[src/rtl/masked_pkg.sv]
//==============================================================================
// Module      : masked_pkg
// Description : Shared types and share-pair helpers for the masked serial adder.
// Revision    : 1.0 - initial release
//==============================================================================
`default_nettype none

package masked_pkg;

    typedef enum logic [1:0] {
        IDLE = 2'd0,
        RUN  = 2'd1,
        DONE = 2'd2
    } state_t;

    // Number of unordered share pairs (i<j), one fresh bit each per ISW AND.
    function automatic int pairs(input int n);
        return (n * (n - 1)) / 2;
    endfunction

    // Pair ordering: (0,1),(0,2),...,(0,n-1),(1,2),...
    function automatic int pair_idx(input int i, input int j, input int n);
        return (i * n) - ((i * (i + 1)) / 2) + (j - i - 1);
    endfunction

    function automatic int rbits(input int n, input int digit);
        return digit * pairs(n);
    endfunction

endpackage

`default_nettype wire

[src/rtl/masked_digit_adder.sv]
//==============================================================================
// Module      : masked_digit_adder
// Description : Combinational DIGIT-bit share-domain ripple adder; each carry
//               uses an ISW masked AND fed by fresh randomness.
// Revision    : 1.0 - initial release
//==============================================================================
`default_nettype none

module masked_digit_adder
    import masked_pkg::*;
#(
    parameter int NSHARES = 3,
    parameter int DIGIT   = 8
) (
    input  logic [NSHARES*DIGIT-1:0]         a_dig_i,
    input  logic [NSHARES*DIGIT-1:0]         b_dig_i,
    input  logic [NSHARES-1:0]               carry_i,
    input  logic [rbits(NSHARES, DIGIT)-1:0] rnd_i,
    output logic [NSHARES*DIGIT-1:0]         sum_dig_o,
    output logic [NSHARES-1:0]               carry_o
);

    localparam int P = pairs(NSHARES);

    always_comb begin : p_ripple
        logic [NSHARES-1:0] c_v;
        logic [NSHARES-1:0] x_v;
        logic [NSHARES-1:0] y_v;
        logic [NSHARES-1:0] z_v;
        logic               r_v;
        c_v       = carry_i;
        x_v       = '0;
        y_v       = '0;
        z_v       = '0;
        r_v       = 1'b0;
        sum_dig_o = '0;
        for (int d = 0; d < DIGIT; d++) begin
            for (int i = 0; i < NSHARES; i++) begin
                sum_dig_o[i*DIGIT+d] = a_dig_i[i*DIGIT+d] ^ b_dig_i[i*DIGIT+d] ^ c_v[i];
                x_v[i]               = a_dig_i[i*DIGIT+d] ^ c_v[i];
                y_v[i]               = b_dig_i[i*DIGIT+d] ^ c_v[i];
            end
            for (int i = 0; i < NSHARES; i++) begin
                z_v[i] = x_v[i] & y_v[i];
            end
            // Cross terms: share i absorbs r_ij, share j absorbs the masked products.
            for (int i = 0; i < NSHARES; i++) begin
                for (int j = i + 1; j < NSHARES; j++) begin
                    r_v    = rnd_i[d*P + pair_idx(i, j, NSHARES)];
                    z_v[i] = z_v[i] ^ r_v;
                    z_v[j] = z_v[j] ^ (r_v ^ (x_v[i] & y_v[j])) ^ (x_v[j] & y_v[i]);
                end
            end
            c_v = z_v ^ c_v;
        end
        carry_o = c_v;
    end

endmodule

`default_nettype wire

[src/rtl/masked_serial_adder.sv]
//==============================================================================
// Module      : masked_serial_adder
// Description : Digit-serial Boolean-masked adder; operands stay shared end to
//               end. Optional output re-masking: MASKED_SERIAL_ADDER_REFRESH_EN.
// Revision    : 1.0 - initial release
//==============================================================================
`default_nettype none

module masked_serial_adder
    import masked_pkg::*;
#(
    parameter int WIDTH   = 64,
    parameter int NSHARES = 3,
    parameter int DIGIT   = 8
) (
    input  logic                             clk,
    input  logic                             rst,
    input  logic                             in_valid,
    output logic                             in_ready,
    input  logic [NSHARES*WIDTH-1:0]         a_sh,
    input  logic [NSHARES*WIDTH-1:0]         b_sh,
    input  logic [NSHARES-1:0]               cin_sh,
    input  logic [rbits(NSHARES, DIGIT)-1:0] rnd,
`ifdef MASKED_SERIAL_ADDER_REFRESH_EN
    input  logic [(NSHARES-1)*(WIDTH+1)-1:0] rnd_ref,
`endif
    output logic                             out_valid,
    input  logic                             out_ready,
    output logic [NSHARES*WIDTH-1:0]         sum_sh,
    output logic [NSHARES-1:0]               cout_sh,
    output logic                             busy
);

    localparam int NDIG = WIDTH / DIGIT;
    localparam int KW   = (NDIG > 1) ? $clog2(NDIG) : 1;

    state_t                   state_q, state_d;
    logic [KW-1:0]            k_q;
    logic [NSHARES*WIDTH-1:0] a_q, b_q, sum_q;
    logic [NSHARES-1:0]       c_q, cout_q;
    logic                     out_valid_q;

    logic [NSHARES*DIGIT-1:0] w_a_dig, w_b_dig, w_s_dig;
    logic [NSHARES-1:0]       w_c_dig;
    logic [NSHARES*WIDTH-1:0] w_a_shift, w_b_shift, w_sum_shift;
    logic [NSHARES*WIDTH-1:0] w_mask_sum;
    logic [NSHARES-1:0]       w_mask_cout;
    logic                     w_accept, w_run, w_last;

    assign w_accept = (state_q == IDLE) && in_valid;
    assign w_run    = (state_q == RUN);
    assign w_last   = (k_q == KW'(NDIG - 1));

    always_ff @(posedge clk) begin
        if (rst) begin
            state_q <= IDLE;
        end else begin
            state_q <= state_d;
        end
    end

    always_comb begin
        state_d  = state_q;
        in_ready = 1'b0;
        busy     = 1'b1;
        case (state_q)
            IDLE: begin
                in_ready = 1'b1;
                busy     = 1'b0;
                if (in_valid) state_d = RUN;
            end
            RUN: begin
                if (w_last) state_d = DONE;
            end
            DONE: begin
                if (out_ready) state_d = IDLE;
            end
            default: begin
                state_d = IDLE;
            end
        endcase
    end

    // Current digit sits in the low bits; finished sum digits enter from the top.
    for (genvar gi = 0; gi < NSHARES; gi++) begin : g_share
        assign w_a_dig[gi*DIGIT +: DIGIT]     = a_q[gi*WIDTH +: DIGIT];
        assign w_b_dig[gi*DIGIT +: DIGIT]     = b_q[gi*WIDTH +: DIGIT];
        assign w_a_shift[gi*WIDTH +: WIDTH]   = a_q[gi*WIDTH +: WIDTH] >> DIGIT;
        assign w_b_shift[gi*WIDTH +: WIDTH]   = b_q[gi*WIDTH +: WIDTH] >> DIGIT;
        assign w_sum_shift[gi*WIDTH +: WIDTH] = (sum_q[gi*WIDTH +: WIDTH] >> DIGIT)
                                              | (WIDTH'(w_s_dig[gi*DIGIT +: DIGIT]) << (WIDTH - DIGIT));
    end

    masked_digit_adder #(
        .NSHARES (NSHARES),
        .DIGIT   (DIGIT)
    ) u_digit (
        .a_dig_i   (w_a_dig),
        .b_dig_i   (w_b_dig),
        .carry_i   (c_q),
        .rnd_i     (rnd),
        .sum_dig_o (w_s_dig),
        .carry_o   (w_c_dig)
    );

`ifdef MASKED_SERIAL_ADDER_REFRESH_EN
    // The last share carries the XOR of all masks so the unshared value is preserved.
    always_comb begin : p_refresh
        logic [WIDTH:0] acc_v;
        logic [WIDTH:0] m_v;
        acc_v       = '0;
        m_v         = '0;
        w_mask_sum  = '0;
        w_mask_cout = '0;
        for (int i = 0; i < NSHARES - 1; i++) begin
            m_v                         = rnd_ref[i*(WIDTH+1) +: WIDTH+1];
            w_mask_sum[i*WIDTH +: WIDTH] = m_v[WIDTH-1:0];
            w_mask_cout[i]              = m_v[WIDTH];
            acc_v                       = acc_v ^ m_v;
        end
        w_mask_sum[(NSHARES-1)*WIDTH +: WIDTH] = acc_v[WIDTH-1:0];
        w_mask_cout[NSHARES-1]                 = acc_v[WIDTH];
    end
`else
    assign w_mask_sum  = '0;
    assign w_mask_cout = '0;
`endif

    always_ff @(posedge clk) begin
        if (rst) begin
            a_q         <= '0;
            b_q         <= '0;
            c_q         <= '0;
            k_q         <= '0;
            sum_q       <= '0;
            cout_q      <= '0;
            out_valid_q <= 1'b0;
        end else begin
            if (w_accept) begin
                a_q <= a_sh;
                b_q <= b_sh;
                c_q <= cin_sh;
                k_q <= '0;
            end else if (w_run) begin
                a_q <= w_a_shift;
                b_q <= w_b_shift;
                c_q <= w_c_dig;
                k_q <= k_q + KW'(1);
                if (w_last) begin
                    sum_q       <= w_sum_shift ^ w_mask_sum;
                    cout_q      <= w_c_dig ^ w_mask_cout;
                    out_valid_q <= 1'b1;
                end else begin
                    sum_q <= w_sum_shift;
                end
            end
            if ((state_q == DONE) && out_ready) begin
                out_valid_q <= 1'b0;
            end
        end
    end

    assign sum_sh    = sum_q;
    assign cout_sh   = cout_q;
    assign out_valid = out_valid_q;

endmodule

`default_nettype wire

[config.mk]
export PLATFORM = sky130hd
export DESIGN_NAME = masked_serial_adder
export DESIGN_NICKNAME = d
export VERILOG_FILES = /design/src/rtl/masked_pkg.sv /design/src/rtl/masked_digit_adder.sv /design/src/rtl/masked_serial_adder.sv
export SDC_FILE = /design/constraint.sdc
export NUM_CORES = 1
export LEC_CHECK = 0
export ABC_AREA = 0
export CAP_MARGIN = 10
export CELL_PAD_IN_SITES_DETAIL_PLACEMENT = 1
export CELL_PAD_IN_SITES_GLOBAL_PLACEMENT = 1
export CORE_UTILIZATION = 36
export DETAILED_ROUTE_END_ITERATION = 10
export HOLD_SLACK_MARGIN = 0.03
export PLACE_DENSITY = 0.81
export SLEW_MARGIN = 10
export SYNTH_ARGS = -nofsm -noshare
export SYNTH_HDL_FRONTEND = slang
export SYNTH_SLANG_ARGS = --single-unit
[constraint.sdc]
create_clock -name clk -period 11 [get_ports clk]
set_input_delay 2.75 -clock clk [delete_from_list [all_inputs] [get_ports clk]]
set_output_delay 2.75 -clock clk [all_outputs]
set_load 0.1 [all_outputs]
==> impl_metrics.json <==
{
  "layout_common_cells": "837 x nand2_1, 611 x clkdlybuf4s50_1, 588 x dfxtp_1, 535 x a21oi_1, 289 x a22oi_1",
  "combinationalPowerShare": 0.289,
  "worstSetupEndpointType": "register",
  "cts_setup_buffers": 0,
  "worstHoldStart": "a_q[91]",
  "die_w_um": 267,
  "fin_setup_tns_ps": 0,
  "maxCapViolCount": 0,
  "reg2reg_from": "b_q[0]",
  "clock_sinks": 588,
  "postCtsHoldBufs": 0,
  "ys_seq_area_frac": 0.464,
  "powerDensity_nw_per_um2": 190,
  "avgSynthCellArea_um2": 8.02,
  "post_drt_via_cell_ratio": 5.33,
  "fin_cells": 4625,
  "fillers": 8208,
  "cp.arrival_ps": 11020,
  "ctsResizeCount": 0,
  "p_sw_w": 0.00213,
  "min_to": "a_q[91]",
  "setup_violations": 0,
  "tightest_slew_ps": 1180,
  "dominantRegCellSynth": "dfxtp_1",
  "initial_core_util": 0.366,
  "clkTransAtPathRegs_ps": 60,
  "cts_inserted_buffers": 68,
  "grt_util_met1": 0.303,
  "cts_tree": "yes",
  "worst_hold_slack_ps": 453,
  "finalClockSkew_ps": 22.3,
  "cts-root-buf": "clkbuf_16",
  "area_growth_syn_to_layout_pct": 35.6,
  "r2r_cells": 31,
  "netlist_area_um2": 25400,
  "synthArstFlopShare": 0,
  "slew_headroom": 0.210,
  "timing.rr.end": "cout_sh[2]",
  "synth_seq_cells": 588,
  "fmax_mhz": 95.2,
  "grt_pass1_vias": 24651,
  "syn_inst": 3161,
  "clock_latency_ps": 610,
  "std_cell_rows": 96,
  "grt-busiest-layer": "met2",
  "slowest_stage": "clkdlybuf4s50_1",
  "leakage_nw": 11.7,
  "gp_congestion": 0.819,
  "post-route-min-period_ps": 10510,
  "place_hpwl_um": 66200,
  "r2r_setup_slack_ps": 2430,
  "clk_path_buf_depth": 3,
  "internal-power_w": 0.00440,
  "via_count": 24643,
  "grt_overflow": 0,
  "io_buffers": 612,
  "io_pins": 613,
  "worstPathMaxFanout": 6,
  "yosysUniqueCellTypes": 82,
  "syn-num-nets": 3578,
  "worstSetupPathType": "in -> reg",
  "htree_levels": 3,
  "grt_antenna_before_repair": 32,
  "use_met3": 0.0718,
  "drtIter0Drc": 1619,
  "p_seq_frac": 0.363,
  "core_um2": 69200,
  "wl_um": 94800,
  "dieArea_um2": 71500,
  "startpoint_type": "input port",
  "synth-edff-count": 0,
  "grt_util_all_layers": 0.255,
  "drc": 0,
  "required_ps": 11510,
  "clock_power_share": 0.349,
  "layout_commonest_cell": "nand2_1",
  "slowest_delay_ps": 510,
  "holdPathStages": 2,
  "rsz0062_at_grt": "no",
  "grt_pass1_wl_um": 143000,
  "final.period_utilization": 0.955,
  "firstDrtPassIters": 5,
  "drive_above_1_share": 0.0542,
  "final_nets": 4038,
  "dp_cells": 4482,
  "yosysWarningCount": 0,
  "hold_violations": 0,
  "grt_max_degree": 213,
  "antenna_left": 0,
  "outcome": "finished, final reports clean",
  "vdd_drop_max_mv": 0.112,
  "dieHeight_um": 267,
  "grt_use_met2": 0.436,
  "final_max_slew_viol_count": 0,
  "min_path_type": "reg -> reg",
  "p_sw_frac": 0.326,
  "cpMostUsedCell": "mux2i_1",
  "wl_per_cell_um": 20.5
}
==> worst max-delay path by stage <==
stage           start         end
2_1_floorplan  rnd[0]  cout_sh[2]
3_3_place_gp   rnd[2]  cout_sh[2]
3_5_place_dp   rnd[2]  cout_sh[2]
4_1_cts        rnd[2]  cout_sh[2]
5_1_grt        rnd[2]  cout_sh[2]
6_report       rnd[2]  cout_sh[2]
==> synthesized netlist by cell type, types with 13 or more instances <==
cell type / instances / area [µm²]
a21oi_1: 535 / 2680
a22oi_1: 289 / 2170
a311oi_1: 50 / 438
buf_1: 13 / 48.8
clkbuf_1: 263 / 987
dfxtp_1: 588 / 11800
inv_1: 15 / 56.3
mux2i_1: 16 / 160
nand2_1: 838 / 3150
nand3_1: 70 / 350
nor2_1: 119 / 447
nor3_1: 32 / 160
o21ai_0: 17 / 85.1
xnor2_1: 76 / 666
xor2_1: 34 / 298
==> cells by family after synthesis <==
kind of cell	synth area share
AND/OR/NAND/NOR	0.183
AO/OA/AOI/OAI	0.243
flip-flops	0.464
buffers and inverters	0.0433
XOR/XNOR	0.0508
multiplexers	0.0106
adder cells (fa/ha/maj)	0.00454
==> critical path, delay by kind of cell <==
kind                      cells  cell delay, ps
and+or+nand+nor               7            1920
xor gates and xnor gates      5            1390
muxes                         5            1250
AOI/OAI and AO/OA            12            2850
buffers and inverters         3             850
==> flip-flops by register name, indices dropped and copies added, names as in the netlist <==
register   flops
b_q          192
a_q          192
c_q            3
k_q            3
state_q        2
cout_sh        3
out_valid      1
sum_sh       192
==> area by class of cell <==
| class | instances | area (µm²) | share of cell area |
|---|---|---|---|
| antenna | 20 | 50.0 | 0.00146 |
| clock buffer | 99 | 1940 | 0.0564 |
| clock inverter | 24 | 290 | 0.00845 |
| inverter | 15 | 56.3 | 0.00164 |
| multi-input combinational | 2281 | 12500 | 0.364 |
| sequential | 588 | 11800 | 0.342 |
| tap | 931 | 1160 | 0.0339 |
| timing repair buffer | 667 | 6580 | 0.191 |
==> through the flow <==
stage | total power, W | area (µm²) | worst slack, ps | util
floorplan | 0.00364 | 25400 | 690 | -
detailed placement | 0.00430 | 32100 | -95.4 | 0.464
finish | 0.00652 | 34400 | 492 | 0.497
global placement | 0.00425 | 32100 | 96.9 | 0.464
global route | 0.00682 | 34400 | 26.3 | 0.497
CTS | 0.00658 | 34300 | 534 | 0.496
==> power groups by stage <==
stage,sequential (W),clock (W),combinational (W)
6_report,0.00237,0.00228,0.00188
5_1_grt,0.00238,0.00240,0.00204
4_1_cts,0.00237,0.00232,0.00189
3_5_place_dp,0.00241,0,0.00188
3_3_place_gp,0.00241,0,0.00184
2_1_floorplan,0.00250,0,0.00114
==> routing by layer <==
metal	vias to the layer above	part of all wire
met5	-	0.0017
met4	24	0.029
met1	11884	0.41
met3	168	0.072
li1	11944	-
met2	623	0.48
Power figures use the tool's default switching activity.
